==> src/rtl/alu_issue_if.sv <==
// alu_issue_if: instruction, ALU-mux and result handshakes for alu_issue_ctrl (master = environment, slave = controller)
interface alu_issue_if #(parameter int DATA_W = 8, parameter int OP_W = 4);
  logic in_valid;
  logic in_ready;
  logic [OP_W-1:0] in_op;
  logic [DATA_W-1:0] in_a;
  logic [DATA_W-1:0] in_b;
  logic [DATA_W-1:0] alu_a;
  logic [DATA_W-1:0] alu_b;
  logic [OP_W-1:0] alu_sel;
  logic alu_en;
  logic [DATA_W-1:0] alu_result;
  logic out_valid;
  logic out_ready;
  logic [DATA_W-1:0] out_data;
  logic out_z;
  logic out_n;
  logic out_err;
  modport master (
    output in_valid, in_op, in_a, in_b, alu_result, out_ready,
    input in_ready, alu_a, alu_b, alu_sel, alu_en, out_valid, out_data, out_z, out_n, out_err
  );
  modport slave (
    input in_valid, in_op, in_a, in_b, alu_result, out_ready,
    output in_ready, alu_a, alu_b, alu_sel, alu_en, out_valid, out_data, out_z, out_n, out_err
  );
endinterface

==> src/rtl/alu_issue_ctrl.sv <==
// alu_issue_ctrl: single-issue ALU mux controller; define ALU_ISSUE_STATS_EN for issue/illegal counters
module alu_issue_ctrl #(
  parameter int DATA_W = 8,
  parameter int OP_W = 4,
  parameter int NUM_OPS = 13
) (
  input logic clk,
  input logic rst_n,
  alu_issue_if.slave bus
`ifdef ALU_ISSUE_STATS_EN
  ,
  output logic [15:0] stat_issued,
  output logic [15:0] stat_illegal
`endif
);
  typedef enum logic [1:0] {IDLE, ISSUE, DONE} state_t;
  state_t state;
  logic legal;
  assign bus.in_ready = rst_n && state == IDLE;
  assign legal = int'(bus.in_op) < NUM_OPS;
  always_ff @(posedge clk) begin
    if (!rst_n) begin
      state <= IDLE;
      bus.alu_en <= 1'b0;
      bus.alu_sel <= '0;
      bus.alu_a <= '0;
      bus.alu_b <= '0;
      bus.out_valid <= 1'b0;
      bus.out_data <= '0;
      bus.out_z <= 1'b0;
      bus.out_n <= 1'b0;
      bus.out_err <= 1'b0;
`ifdef ALU_ISSUE_STATS_EN
      stat_issued <= '0;
      stat_illegal <= '0;
`endif
    end else begin
      case (state)
        IDLE: if (bus.in_valid) begin
          // ALU operands only move on a legal accept so they hold the last issued values
          if (legal) begin
            state <= ISSUE;
            bus.alu_en <= 1'b1;
            bus.alu_sel <= bus.in_op;
            bus.alu_a <= bus.in_a;
            bus.alu_b <= bus.in_b;
          end else begin
            state <= DONE;
            bus.out_valid <= 1'b1;
            bus.out_data <= '0;
            bus.out_z <= 1'b1;
            bus.out_n <= 1'b0;
            bus.out_err <= 1'b1;
`ifdef ALU_ISSUE_STATS_EN
            if (stat_illegal != 16'hFFFF) stat_illegal <= stat_illegal + 16'd1;
`endif
          end
        end
        ISSUE: begin
          state <= DONE;
          bus.alu_en <= 1'b0;
          bus.out_valid <= 1'b1;
          bus.out_data <= bus.alu_result;
          bus.out_z <= bus.alu_result == '0;
          bus.out_n <= bus.alu_result[DATA_W-1];
          bus.out_err <= 1'b0;
`ifdef ALU_ISSUE_STATS_EN
          if (stat_issued != 16'hFFFF) stat_issued <= stat_issued + 16'd1;
`endif
        end
        DONE: if (bus.out_ready) begin
          state <= IDLE;
          bus.out_valid <= 1'b0;
        end
        default: state <= IDLE;
      endcase
    end
  end
endmodule
==> src/flat_wrapper.sv <==
// flat-port wrapper written by rule: the top's interface ports become plain ports
module alu_issue_ctrl_flat 
#(
  parameter int DATA_W = 8,
  parameter int OP_W = 4,
  parameter int NUM_OPS = 13
)
  (clk, rst_n, bus_in_valid, bus_in_op, bus_in_a, bus_in_b, bus_alu_result, bus_out_ready, bus_in_ready, bus_alu_a, bus_alu_b, bus_alu_sel, bus_alu_en, bus_out_valid, bus_out_data, bus_out_z, bus_out_n, bus_out_err);
  alu_issue_if #(.DATA_W(DATA_W), .OP_W(OP_W)) bus_i ();
  input logic clk;
  input logic rst_n;
  input wire logic [$bits(bus_i.in_valid)-1:0] bus_in_valid;
  input wire logic [$bits(bus_i.in_op)-1:0] bus_in_op;
  input wire logic [$bits(bus_i.in_a)-1:0] bus_in_a;
  input wire logic [$bits(bus_i.in_b)-1:0] bus_in_b;
  input wire logic [$bits(bus_i.alu_result)-1:0] bus_alu_result;
  input wire logic [$bits(bus_i.out_ready)-1:0] bus_out_ready;
  output wire logic [$bits(bus_i.in_ready)-1:0] bus_in_ready;
  output wire logic [$bits(bus_i.alu_a)-1:0] bus_alu_a;
  output wire logic [$bits(bus_i.alu_b)-1:0] bus_alu_b;
  output wire logic [$bits(bus_i.alu_sel)-1:0] bus_alu_sel;
  output wire logic [$bits(bus_i.alu_en)-1:0] bus_alu_en;
  output wire logic [$bits(bus_i.out_valid)-1:0] bus_out_valid;
  output wire logic [$bits(bus_i.out_data)-1:0] bus_out_data;
  output wire logic [$bits(bus_i.out_z)-1:0] bus_out_z;
  output wire logic [$bits(bus_i.out_n)-1:0] bus_out_n;
  output wire logic [$bits(bus_i.out_err)-1:0] bus_out_err;
  assign bus_i.in_valid = bus_in_valid;
  assign bus_i.in_op = bus_in_op;
  assign bus_i.in_a = bus_in_a;
  assign bus_i.in_b = bus_in_b;
  assign bus_i.alu_result = bus_alu_result;
  assign bus_i.out_ready = bus_out_ready;
  assign bus_in_ready = bus_i.in_ready;
  assign bus_alu_a = bus_i.alu_a;
  assign bus_alu_b = bus_i.alu_b;
  assign bus_alu_sel = bus_i.alu_sel;
  assign bus_alu_en = bus_i.alu_en;
  assign bus_out_valid = bus_i.out_valid;
  assign bus_out_data = bus_i.out_data;
  assign bus_out_z = bus_i.out_z;
  assign bus_out_n = bus_i.out_n;
  assign bus_out_err = bus_i.out_err;
  alu_issue_ctrl #(.DATA_W(DATA_W), .OP_W(OP_W), .NUM_OPS(NUM_OPS)) u_core (.clk(clk), .rst_n(rst_n), .bus(bus_i));
endmodule
==> config.mk <==
export PLATFORM = sky130hd
export DESIGN_NAME = alu_issue_ctrl_flat
export DESIGN_NICKNAME = d
export VERILOG_FILES = /design/src/rtl/alu_issue_if.sv /design/src/rtl/alu_issue_ctrl.sv /design/src/flat_wrapper.sv
export SDC_FILE = /design/constraint.sdc
export NUM_CORES = 1
export LEC_CHECK = 0
export ABC_AREA = 1
export ABC_CLOCK_PERIOD_IN_PS = 1400
export BUFFER_PORTS_ARGS = -buffer_cell sky130_fd_sc_hd__buf_2
export CAP_MARGIN = 20
export CORE_ASPECT_RATIO = 1.1
export CORE_MARGIN = 5
export CORE_UTILIZATION = 25
export CTS_CLUSTER_DIAMETER = 30
export DETAILED_ROUTE_END_ITERATION = 6
export PLACE_DENSITY = 0.6
export SYNTH_ARGS = -nofsm -noshare
export SYNTH_HDL_FRONTEND = slang
export SYNTH_SLANG_ARGS = --single-unit
==> constraint.sdc <==
create_clock -name clk -period 1.4 [get_ports clk]
set_input_delay 0.42 -clock clk [delete_from_list [all_inputs] [get_ports clk]]
set_output_delay 0.42 -clock clk [all_outputs]
set_load 0.005 [all_outputs]
Word level (Yosys, flattened, before mapping)
Cells that the tools add are included.
{"block": "op_classes", "magnitude_cmp": 1, "n_reduce_logical": 10, "n_mux": 19, "eq_ne": 6}
{"cell": "two-way mux 8 bit", "n": 2}
{"cell": "case mux 8 bit (2 select lines)", "n": 1}
{"cell": "AND reduction 3 bit", "n": 3}
{"cell": "zero test 8 bit", "n": 1}
{"cell": "case mux 1 bit (2 select lines)", "n": 4}
{"cell": "two-way mux 1 bit", "n": 7}
{"cell": "two-way mux 2 bit", "n": 3}
{"cell": "inequality test 2 bit (second input constant)", "n": 3}
{"cell": "case mux 2 bit (3 select lines)", "n": 1}
{"cell": "< comparator 4 bit (second input constant)", "n": 1}
{"cell": "AND reduction 4 bit", "n": 1}
{"cell": "case mux 1 bit (3 select lines)", "n": 1}
{"cell": "nonzero test 3 bit", "n": 1}
{"cell": "== test 2 x 1 -> 1 bit (second input constant)", "n": 1}
{"cell": "== test 2 bit (second input constant)", "n": 1}
{"cell": "zero test 2 bit", "n": 1}
{"cell": "inequality test 2 x 1 -> 1 bit (second input constant)", "n": 1}
{"cell": "AND reduction 2 bit", "n": 1}
{"cell": "nonzero test 2 bit", "n": 1}
{"cell": "logical AND 1 bit", "n": 1}
{"block": "totals", "inputBits": 32, "output_inout_bits": 34, "reg_bits": 35, "elab_cells": 46}

Logic depth before layout (Yosys ltp)
Gate-level depths: netlist (run 1).
{"block": "depth", "depth_word": 4, "depth_mapped": 8, "mapped_depth_nobuf": 7}

Worst setup path after synthesis (run 1)
Ideal clock, no wire load.
{"block": "synth_timing", "path_kind": "input port to output port", "startpoint": "input port rst_n", "endpoint": "output port bus_in_ready", "t_required_ps": 980, "path_slack_ps": 79, "cell_stages": 3, "n_path_buf": 1, "t_arrival_ps": 901, "cell_sequence": "clkinv_1 -> clkbuf_1 -> nor2_1"}
{"block": "synth_via", "elab_chain_cells": 1}
{"item": "from (decl)", "line_no": "flat_wrapper.sv:11", "source": "input logic rst_n;"}
{"item": "logical AND 1 bit", "line_no": "alu_issue_ctrl.sv:19", "source": "assign bus.in_ready = rst_n && state == IDLE;"}
{"item": "to (decl)", "line_no": "flat_wrapper.sv:18", "source": "output wire logic [$bits(bus_i.in_ready)-1:0] bus_in_ready;"}
No other way between the ends.

Worst setup path after layout (run 1)
{"block": "layout_timing", "startpoint": "register u_core.state[1]", "endpoint": "output port bus_in_ready"}
{"block": "layout_via", "elab_chain_cells": 2}
{"item": "from (decl)", "line_no": "alu_issue_ctrl.sv:17", "source": "state_t state;"}
{"item": "from (signal assigned)", "line_no": "alu_issue_ctrl.sv:23", "source": "state <= IDLE;"}
{"item": "from (signal assigned)", "line_no": "alu_issue_ctrl.sv:42", "source": "state <= ISSUE;"}
{"item": "from (signal assigned)", "line_no": "alu_issue_ctrl.sv:48", "source": "state <= DONE;"}
{"item": "zero test 2 bit", "line_no": "alu_issue_ctrl.sv:19"}
{"item": "logical AND 1 bit", "line_no": "alu_issue_ctrl.sv:19"}
No other way between the ends.

==> results.sh, run 1 <==
export IMPL_status="completed"
export IMPL_power_density_nw_per_um2=1170
export IMPL_fin_worst_skew_ns=0.00847
export IMPL_r2r_end="u_core.bus.alu_a[1]"
export IMPL_cts_buffers=5
export IMPL_place_area_um2=1790
export IMPL_leakage_nw=0.920
export IMPL_slew_violations=0
export IMPL_cts_hold_buf=0
export IMPL_wl_um=3680
export IMPL_die_area_um2=7190
export IMPL_yosysUniqueCellTypes=20
export IMPL_vdd_drop_max_mv=0.385
export IMPL_placementRows=28
export IMPL_syn_nets=204
export IMPL_fin_nets=278
export IMPL_post_route_min_period_ns=1.35
export IMPL_root_buffer="clkbuf_8"
export IMPL_path_class="reg2out"
export IMPL_design_area_um2=1960
export IMPL_endpoint_kind="output pin"
export IMPL_rsz0062_at_grt="true"
export IMPL_syn_avg_cell_area_um2=8.13
export IMPL_crit_path_top_delay_cell="dfxtp_2"
export IMPL_met1_usage_pct=13.6
export IMPL_rr_worst_depth=7
export IMPL_fmax_mhz=740
export IMPL_ys_seq_elements=34
export IMPL_grt_ovfl_total=0
export IMPL_post_drt_wl_per_cell_um=11.4
export IMPL_area_delta_synth_final_pct=39.9
export IMPL_grt_first_pass_wirelength_um=5980
export IMPL_drc=0
export IMPL_dr_first_iter_drc_count=52
export IMPL_crit_path_start_kind="flip-flop"
export IMPL_yosysTopAreaCell="dfxtp_1"
export IMPL_maxSlewHeadroom_pct=73.8
export IMPL_cts_sinks=34
export IMPL_fp_dieW_um=81.3
export IMPL_hold_depth=3
export IMPL_grt_max_degree=35
export IMPL_cts_tree="done"
export IMPL_cp_data_required_time_ns=0.98
export IMPL_r2r_start="u_core.state[1]"
export IMPL_min_to="u_core.bus.alu_b[3]"
export IMPL_hp_start="bus_in_b[3]"
export IMPL_maxCapViolations=0
export IMPL_cp_max_fo=3
export IMPL_use_met3_pct=4.18
export IMPL_slowest_delay_ns=0.32
export IMPL_synth_top_cell_area_share_pct=48.7
export IMPL_hold_viol_final=0
export IMPL_ios=66
export IMPL_hold_class="in2reg"
export IMPL_synth_area_leaders="dfxtp_1 (49%), nand2_1 (13%), a21oi_1 (11%), nand3_1 (6.8%), buf_6 (4.0%)"
export IMPL_fillers=605
export IMPL_cts_clk_slew_worst_paths_ns=0.07
export IMPL_cts_path_max_buffers=2
export IMPL_rrSetupSlack_ns=0.14
export IMPL_gp_congestion=0.725
export IMPL_antenna_found_initial=0
export IMPL_antenna_cells=0
export IMPL_start_util_pct=25.9
export IMPL_core_um2=5400
export IMPL_htree_levels=2
export IMPL_num_vias=1374
export IMPL_post_route_util_pct=36.2
export IMPL_drt_pass1_iterations=4
export IMPL_gr_max_usage_layer="met2"
export IMPL_detail_route_antenna_nets=0
export IMPL_grtUsageTotal_pct=10.8
export IMPL_path_cells="inv_2, nand2_4, nor2_4, buf_6"
export IMPL_finalCritPeriodShare_pct=96.5
export IMPL_setup_viol=0
export IMPL_drive_gt1_share_pct=41.3
export IMPL_clk_latency_ns=0.28
export IMPL_synthesis_instances=172
export IMPL_io_buffers=65
export IMPL_seq_area_frac_synth_pct=48.7
export IMPL_viasPerCell=4.27
export IMPL_netlist_area_um2=1400
export IMPL_fp_dieH_um=88.4
export IMPL_grtUsageMet2_pct=16.9
export IMPL_yosysWarnings=0
export IMPL_worst_pin_slew_ns=0.393
export IMPL_dp_hpwl_um=2730
export IMPL_grt_pass1_vias=1308
export IMPL_arrival_ns=0.93
==> worst max-delay path: cells and delay by family, from the launching register on <==
family	cells	cell delay [ns]
buf+inv	2	0.17
flops	1	0.32
simple gates	2	0.16
==> kinds of logic (layout without fill, tap and decap cells) <==
group	count (synthesis)	in the layout	share of synthesized area [%]
buffers and inverters	20	95	9.40
AOI/OAI and AO/OA	38	38	14.9
DFF	34	34	48.7
and+or+nand+nor	80	80	27.0
==> flip-flops by register name, summed over array words and instances (netlist names) <==
signal / count
u_core.bus.alu_a: 8
u_core.bus.alu_b: 8
u_core.bus.out_data: 8
u_core.bus.alu_sel: 4
u_core.state: 2
u_core.bus.alu_en: 1
u_core.bus.out_err: 1
u_core.bus.out_valid: 1
u_core.bus.out_z: 1
==> per-stage QoR <==
| stage | setup TNS (ns) | total power [W] | hold WS (ns) | cells | worst slack [ns] |
|---|---|---|---|---|---|
| after global placement | 0 | 0.00144 | 0.447 | 309 | 0.0713 |
| after CTS | 0 | 0.00231 | 0.386 | 321 | 0.00622 |
| after global routing | -0.0211 | 0.00243 | 0.387 | 322 | -0.0211 |
| final | 0 | 0.00228 | 0.397 | 322 | 0.0489 |
| after floorplan | 0 | 0.00130 | 0.455 | 172 | 0.0786 |
| after detailed placement | 0 | 0.00144 | 0.452 | 309 | 0.0214 |
==> repair_timing <==
item	in CTS	in global routing
buffers inserted	4	1
hold endpoints to repair	0	0
setup endpoints to repair	1	1
gates resized for setup	3	2
pin swaps	0	2
==> synth_stat cells <==
library cell,number
inv_2,2
nor2_1,7
o21ai_0,2
clkinv_1,1
clkbuf_1,3
dfxtp_1,34
nor2_8,1
nand3_1,19
a21oi_2,3
nand3_2,2
nor2_2,1
nand2_4,3
a21oi_1,31
buf_8,1
buf_6,5
o31ai_1,1
nand2_1,47
inv_1,6
buf_4,2
o21ai_2,1
==> where the power goes <==
group / internal (W) / switching, W / leakage, nW
logic: 0.000178 / 0.000205 / 0.584
clock network: 0.000497 / 0.000344 / 0.0575
registers: 0.00103 / 0.0000290 / 0.279
==> layout by cell type, fill, tap and decap left out, types with 6 or more instances in the layout <==
cell       n
nand2_1   47
nand3_1   19
buf_2     64
inv_1      6
buf_4     12
dfxtp_1   32
clkbuf_8   8
a21oi_1   31
nor2_1     6
==> routing by layer <==
metal | vias up | wire length, µm
li1 | 709 | -
met1 | 626 | 1620
met2 | 35 | 1750
met3 | 4 | 276
met4 | 0 | 35
met5 | - | 0
==> how the worst max path moves through the flow <==
stage / from / endpoint / depth (start not counted) / slack, ns
final: u_core.state[1] / bus_in_ready / 4 / 0.05
after global routing: u_core.state[1] / bus_in_ready / 4 / -0.02
after CTS: u_core.state[0] / bus_in_ready / 4 / 0.006
after detailed placement: bus_in_op[1] / u_core.bus.out_z / 9 / 0.02
after global placement: bus_in_valid / u_core.bus.alu_sel[3] / 6 / 0.07
after floorplan: rst_n / bus_in_ready / 3 / 0.08
==> final cells by class <==
type                    count  area [µm²]  share of cell area [%]
flip-flops and latches     34         683                    34.9
multi-input cells         118         593                    30.3
repair buffers             78         442                    22.6
clock buffers               8         110                    5.63
well taps                  75        93.8                    4.80
inverters                   9        33.8                    1.73
No activity file was read; power rests on OpenSTA's default activity.
==> run 2: changes to the inputs <==
--- a/config.mk
+++ b/config.mk
@@ -6,7 +6,7 @@
 export NUM_CORES = 1
 export LEC_CHECK = 0
 export ABC_AREA = 1
-export ABC_CLOCK_PERIOD_IN_PS = 1400
+export ABC_CLOCK_PERIOD_IN_PS = 1300
 export BUFFER_PORTS_ARGS = -buffer_cell sky130_fd_sc_hd__buf_2
 export CAP_MARGIN = 20
 export CORE_ASPECT_RATIO = 1.1
==> constraint.sdc (replaced) <==
create_clock -name clk -period 1.3 [get_ports clk]
set_input_delay 0.39 -clock clk [delete_from_list [all_inputs] [get_ports clk]]
set_output_delay 0.39 -clock clk [all_outputs]
set_load 0.005 [all_outputs]
==> run 2 against run 1 <==
The flow now finishes with violations (negative setup slack). Cell area up 1.1%. Critical path depth stayed put. Sequential share of layout area shrank 0.38 points. Worst setup slack lost 0.056 ns. Via count is 0.29% lower. Clock power rose by 14%. Global-route usage rose by 0.54 points. Worst hold slack worse by 0.035 ns. Flip-flop and latch count stayed put. Non-clock buffer count rose by 3. Sequential power rose by 8%. Critical endpoint unchanged. Largest cell class unchanged.
==> results.sh, run 2 (synthesized netlist as in run 1, its figures left out) <==
export IMPL_drc=0
export IMPL_grt_first_pass_wirelength_um=6150
export IMPL_power_frac_clock_pct=38.0
export IMPL_rrSetupSlack_ns=0.11
export IMPL_root_buffer="clkbuf_8"
export IMPL_rr_worst_depth=7
export IMPL_ios=66
export IMPL_cts_path_max_buffers=2
export IMPL_arrival_ns=0.92
export IMPL_path_class="reg2out"
export IMPL_cts_sinks=34
export IMPL_hold_class="in2reg"
export IMPL_crit_buf_inv=2
export IMPL_hold_viol_final=0
export IMPL_drt_pass1_iterations=4
export IMPL_status="finished with violations"
export IMPL_antenna_found_initial=0
export IMPL_grtUsageTotal_pct=11.3
export IMPL_final_common_cell="buf_2"
export IMPL_num_vias=1370
export IMPL_maxCapViolations=0
export IMPL_r2r_start="u_core.state[1]"
export IMPL_dp_hpwl_um=2760
export IMPL_grt_max_degree=35
export IMPL_placementRows=28
export IMPL_htree_levels=2
export IMPL_grt_pass1_vias=1331
export IMPL_setup_slack_ns=-0.00711
export IMPL_clk_latency_ns=0.29
export IMPL_grt_ovfl_total=0
export IMPL_fmax_mhz=765
export IMPL_leakage_nw=0.934
export IMPL_maxSlewHeadroom_pct=74.6
export IMPL_power_density_nw_per_um2=1270
export IMPL_p_sw_share_pct=25.7
export IMPL_place_inst=311
export IMPL_hold_depth=3
export IMPL_fin_worst_skew_ns=0.00763
export IMPL_multi_input_area_um2=593
export IMPL_post_route_min_period_ns=1.31
export IMPL_power_switching_w=0.000646
export IMPL_post_drt_wl_per_cell_um=11.5
export IMPL_violations="negative setup slack"
export IMPL_dr_first_iter_drc_count=64
export IMPL_area_delta_synth_final_pct=41.5
export IMPL_cts_hold_buf=0
export IMPL_finalCritPeriodShare_pct=101
export IMPL_fp_dieH_um=88.4
export IMPL_final_cell_mix="buf_2 (64), nand2_1 (47), dfxtp_1 (32)"
export IMPL_slowest_delay_ns=0.33
export IMPL_start_util_pct=25.9
export IMPL_min_to="u_core.bus.alu_b[0]"
export IMPL_fillers=611
export IMPL_post_route_util_pct=36.6
export IMPL_detail_route_antenna_nets=0
export IMPL_crit_family="flip-flops"
export IMPL_cp_data_required_time_ns=0.91
export IMPL_fin_nets=281
export IMPL_largestRegisters="u_core.bus.alu_a (8), u_core.bus.alu_b (8), u_core.bus.out_data (8)"
export IMPL_pwr_share_seq_pct=45.3
export IMPL_cts_buffers=5
export IMPL_crit_path_top_delay_cell="dfxtp_2"
export IMPL_crit_path_start_kind="flip-flop"
export IMPL_cts_clk_slew_worst_paths_ns=0.08
export IMPL_endpoint_kind="output pin"
export IMPL_path_cells="inv_2, nand2_4, nor2_4, buf_6"
export IMPL_cts_tree="done"
export IMPL_vdd_drop_max_mv=0.411
export IMPL_cp_max_fo=2
export IMPL_die_area_um2=7190
export IMPL_viasPerCell=4.22
export IMPL_io_buffers=65
export IMPL_seqCellArea_um2=683
export IMPL_setup_viol=1
export IMPL_final_cells=325
export IMPL_core_um2=5400
export IMPL_pre_cts_ws_ns=0.00773
export IMPL_rsz0062_at_grt="true"
export IMPL_antenna_cells=0
export IMPL_wl_um=3750
export IMPL_drive_gt1_share_pct=42.0
export IMPL_hp_start="bus_in_b[0]"
export IMPL_gp_congestion=0.746
export IMPL_comb_power_share_pct=16.7
export IMPL_worst_pin_slew_ns=0.381
export IMPL_fp_dieW_um=81.3
export IMPL_slew_violations=0
export IMPL_r2r_end="u_core.bus.alu_sel[3]"
export IMPL_power_internal_w=0.00187
-- run 2: worst max path at each step --
| stage | end | from | slack, ns | depth (start not counted) |
|---|---|---|---|---|
| 2_1_floorplan | bus_in_ready | rst_n | 0.04 | 3 |
| 3_3_place_gp | u_core.bus.alu_en | bus_in_op[1] | 0.02 | 8 |
| 3_5_place_dp | u_core.bus.out_z | bus_in_op[1] | 0.008 | 9 |
| 4_1_cts | bus_in_ready | u_core.state[1] | -0.04 | 4 |
| 5_1_grt | bus_in_ready | u_core.state[1] | -0.07 | 4 |
| 6_report | bus_in_ready | u_core.state[1] | -0.007 | 4 |
-- run 2: power groups by stage --
stage          logic [W]  registers (W)  clock network, W
2_1_floorplan   0.000230        0.00117                 0
3_3_place_gp    0.000397        0.00116                 0
3_5_place_dp    0.000399        0.00116                 0
4_1_cts         0.000424        0.00114          0.000987
5_1_grt         0.000474        0.00115           0.00104
6_report        0.000420        0.00114          0.000957
-- run 2: worst reg2reg max path: cells and delay by family, from the launching register on --
| kind | cells | cell delay [ns] |
|---|---|---|
| compound gates | 1 | 0.06 |
| simple gates | 4 | 0.47 |
| buf+inv | 2 | 0.22 |
| flops | 1 | 0.33 |
-- run 2: what timing repair did --
item,in CTS,in global routing
endpoints found under the setup margin,1,1
resized for setup,3,2
pin swaps,1,0
setup buffers,6,0
-- run 2: cell type report --
cell class / count / share of cell area (%)
flip-flops and latches: 34 / 34.6
inverters: 9 / 1.71
well taps: 75 / 4.75
multi-input cells: 118 / 30.0
clock inverters: 3 / 2.03
clock buffers: 5 / 3.48
repair buffers: 81 / 23.5
-- run 2: through the flow --
step	power, W	hold WS, ns	TNS (ns)	area (µm²)
5_1_grt	0.00266	0.354	-0.0709	1980
3_3_place_gp	0.00156	0.447	0	1810
4_1_cts	0.00255	0.350	-0.0373	1970
3_5_place_dp	0.00156	0.448	0	1810
2_1_floorplan	0.00140	0.455	0	1400
6_report	0.00252	0.362	-0.00711	1980
-- run 2: metal layers --
layer	vias to the layer above	wire length, µm	GRT usage [%]	part of all wire [%]
met5	-	0	0	0
met4	0	66	5.07	1.8
met3	6	253	4.18	6.8
met2	34	1760	17.4	47
li1	715	-	-	-
met1	615	1660	14.0	44
==> run 3: changes to the inputs <==
--- a/config.mk
+++ b/config.mk
@@ -6,7 +6,7 @@
 export NUM_CORES = 1
 export LEC_CHECK = 0
 export ABC_AREA = 1
-export ABC_CLOCK_PERIOD_IN_PS = 1300
+export ABC_CLOCK_PERIOD_IN_PS = 1700
 export BUFFER_PORTS_ARGS = -buffer_cell sky130_fd_sc_hd__buf_2
 export CAP_MARGIN = 20
 export CORE_ASPECT_RATIO = 1.1
==> constraint.sdc (replaced) <==
create_clock -name clk -period 1.7 [get_ports clk]
set_input_delay 0.51 -clock clk [delete_from_list [all_inputs] [get_ports clk]]
set_output_delay 0.51 -clock clk [all_outputs]
set_load 0.005 [all_outputs]
==> run 3 against run 2 <==
The run now ends clean. Largest power group unchanged. Worst hold slack improved by 0.095 ns. Clock skew barely moved. Register-to-register slack improved by 0.38 ns. Non-clock buffer count fell by 12. Sequential power fell by 24%. Wire length fell by 1.0%. Via count fell by 2.3%.
==> results.sh, run 3 (synthesized netlist as in run 1, its figures left out) <==
export IMPL_grt_max_degree=35
export IMPL_antenna_found_initial=0
export IMPL_grt_ovfl_total=0
export IMPL_endpoint_kind="output pin"
export IMPL_cts_setup_buffers=0
export IMPL_area_delta_synth_final_pct=32.8
export IMPL_cp_max_fo=5
export IMPL_crit_path_start_kind="flip-flop"
export IMPL_drt_pass1_iterations=4
export IMPL_rsz0062_at_grt="false"
export IMPL_worst_pin_slew_ns=0.394
export IMPL_design_area_um2=1860
export IMPL_maxSlewHeadroom_pct=73.7
export IMPL_power_density_nw_per_um2=960
export IMPL_maxCapViolations=0
export IMPL_largestRegisters="u_core.bus.alu_a (8), u_core.bus.alu_b (8), u_core.bus.out_data (8)"
export IMPL_slowest_delay_ns=0.34
export IMPL_post_route_min_period_ns=1.59
export IMPL_cts_sinks=34
export IMPL_grt_pass1_vias=1294
export IMPL_grtUsageMet2_pct=17.2
export IMPL_die_area_um2=7190
export IMPL_drc=0
export IMPL_arrival_ns=1.08
export IMPL_grt_first_pass_wirelength_um=6010
export IMPL_fin_nets=269
export IMPL_whs_ns=0.457
export IMPL_crit_path_top_delay_cell="dfxtp_1"
export IMPL_grtUsageTotal_pct=11.2
export IMPL_dr_first_iter_drc_count=79
export IMPL_cts_tree="done"
export IMPL_io_buffers=65
export IMPL_post_drt_wl_per_cell_um=11.8
export IMPL_dp_hpwl_um=2660
export IMPL_final_cell_mix="buf_2 (65), nand2_1 (47), dfxtp_1 (34)"
export IMPL_hp_start="u_core.bus.alu_sel[1]"
export IMPL_finalPower_w=0.00178
export IMPL_fp_dieH_um=88.4
export IMPL_use_met3_pct=4.89
export IMPL_htree_levels=2
export IMPL_hold_viol_final=0
export IMPL_crit_buf_inv=2
export IMPL_gr_max_usage_layer="met2"
export IMPL_viasPerCell=4.28
export IMPL_setup_tns_ns=0
export IMPL_setup_viol=0
export IMPL_num_vias=1339
export IMPL_hold_class="reg2reg"
export IMPL_vdd_drop_max_mv=0.306
export IMPL_path_cells="inv_2, nand2_4, nor2_2, buf_2"
export IMPL_fin_worst_skew_ns=0.00742
export IMPL_crit_start="u_core.state[0]"
export IMPL_leakage_nw=0.863
export IMPL_detail_route_antenna_nets=0
export IMPL_fmax_mhz=630
export IMPL_core_um2=5400
export IMPL_cts_clk_slew_worst_paths_ns=0.07
export IMPL_final_common_cell="buf_2"
export IMPL_path_class="reg2out"
export IMPL_wl_um=3710
export IMPL_cts_path_max_buffers=2
export IMPL_cts_buffers=5
export IMPL_place_area_um2=1760
export IMPL_gp_congestion=0.694
export IMPL_antenna_cells=0
export IMPL_start_util_pct=25.9
export IMPL_status="completed"
export IMPL_crit_family="flip-flops"
export IMPL_clk_latency_ns=0.28
export IMPL_fp_dieW_um=81.3
export IMPL_cts_hold_buf=0
export IMPL_rrSetupSlack_ns=0.49
export IMPL_finalCritPeriodShare_pct=93.4
export IMPL_slew_violations=0
export IMPL_drive_gt1_share_pct=37.8
export IMPL_cp_data_required_time_ns=1.19
export IMPL_placementRows=28
export IMPL_ios=66
export IMPL_r2r_start="u_core.state[0]"
export IMPL_met1_usage_pct=13.2
export IMPL_root_buffer="clkbuf_8"
## run 3: cell count changes in the layout (fill, tap and decap cells not counted), sizes merged
cell | previous run | this run
buf | 81 | 69
clkbuf | 5 | 7
bufinv | 1 | 0
clkinv | 3 | 2
## run 3: final cells by class
type	count	area (µm²)
Clock buffer	7	86.3
Multi-Input combinational cell	118	588
Clock inverter	1	5.00
Tap cell	75	93.8
Inverter	9	33.8
Sequential cell	34	681
Fill cell	600	3540
Timing Repair Buffer	69	368
## run 3: what timing repair did
item,CTS,global route
setup endpoints to repair,0,1
resized for setup,0,1
hold endpoints to repair,0,0
## run 3: worst reg2reg max path: stages, from the launching register on
cell	delay (ns)
dfxtp_1	0.34
inv_2	0.12
nand2_4	0.09
nor2_8	0.17
nand2_4	0.20
nand2_1	0.11
a21oi_1	0.06
## run 3: per-stage QoR
step	worst slack [ns]	instances	util (%)
final	0.112	313	34.4
after global routing	0.0498	313	34.4
after CTS	0.0666	313	34.3
after detailed placement	0.156	305	32.7
after global placement	0.188	305	32.7
after floorplan	0.199	172	-
## run 3: where the power goes
part	internal, W	switching (W)	total (W)
clock network	0.000327	0.000295	0.000622
registers	0.000847	0.0000250	0.000872
logic	0.000125	0.000162	0.000287
total	0.00130	0.000482	0.00178
## run 3: worst paths after layout
path,depth (start not counted),to
setup / recovery,4,bus_in_ready
hold / removal,2,u_core.bus.alu_sel[1]
setup reg to reg,6,u_core.bus.alu_b[1]
hold reg to reg,2,u_core.bus.alu_sel[1]
## run 3: per-layer routing
metal | share of wire [%] | routed length, µm
met1 | 44 | 1630
met2 | 46 | 1720
met3 | 7.8 | 289
met4 | 1.9 | 70
met5 | 0 | 0
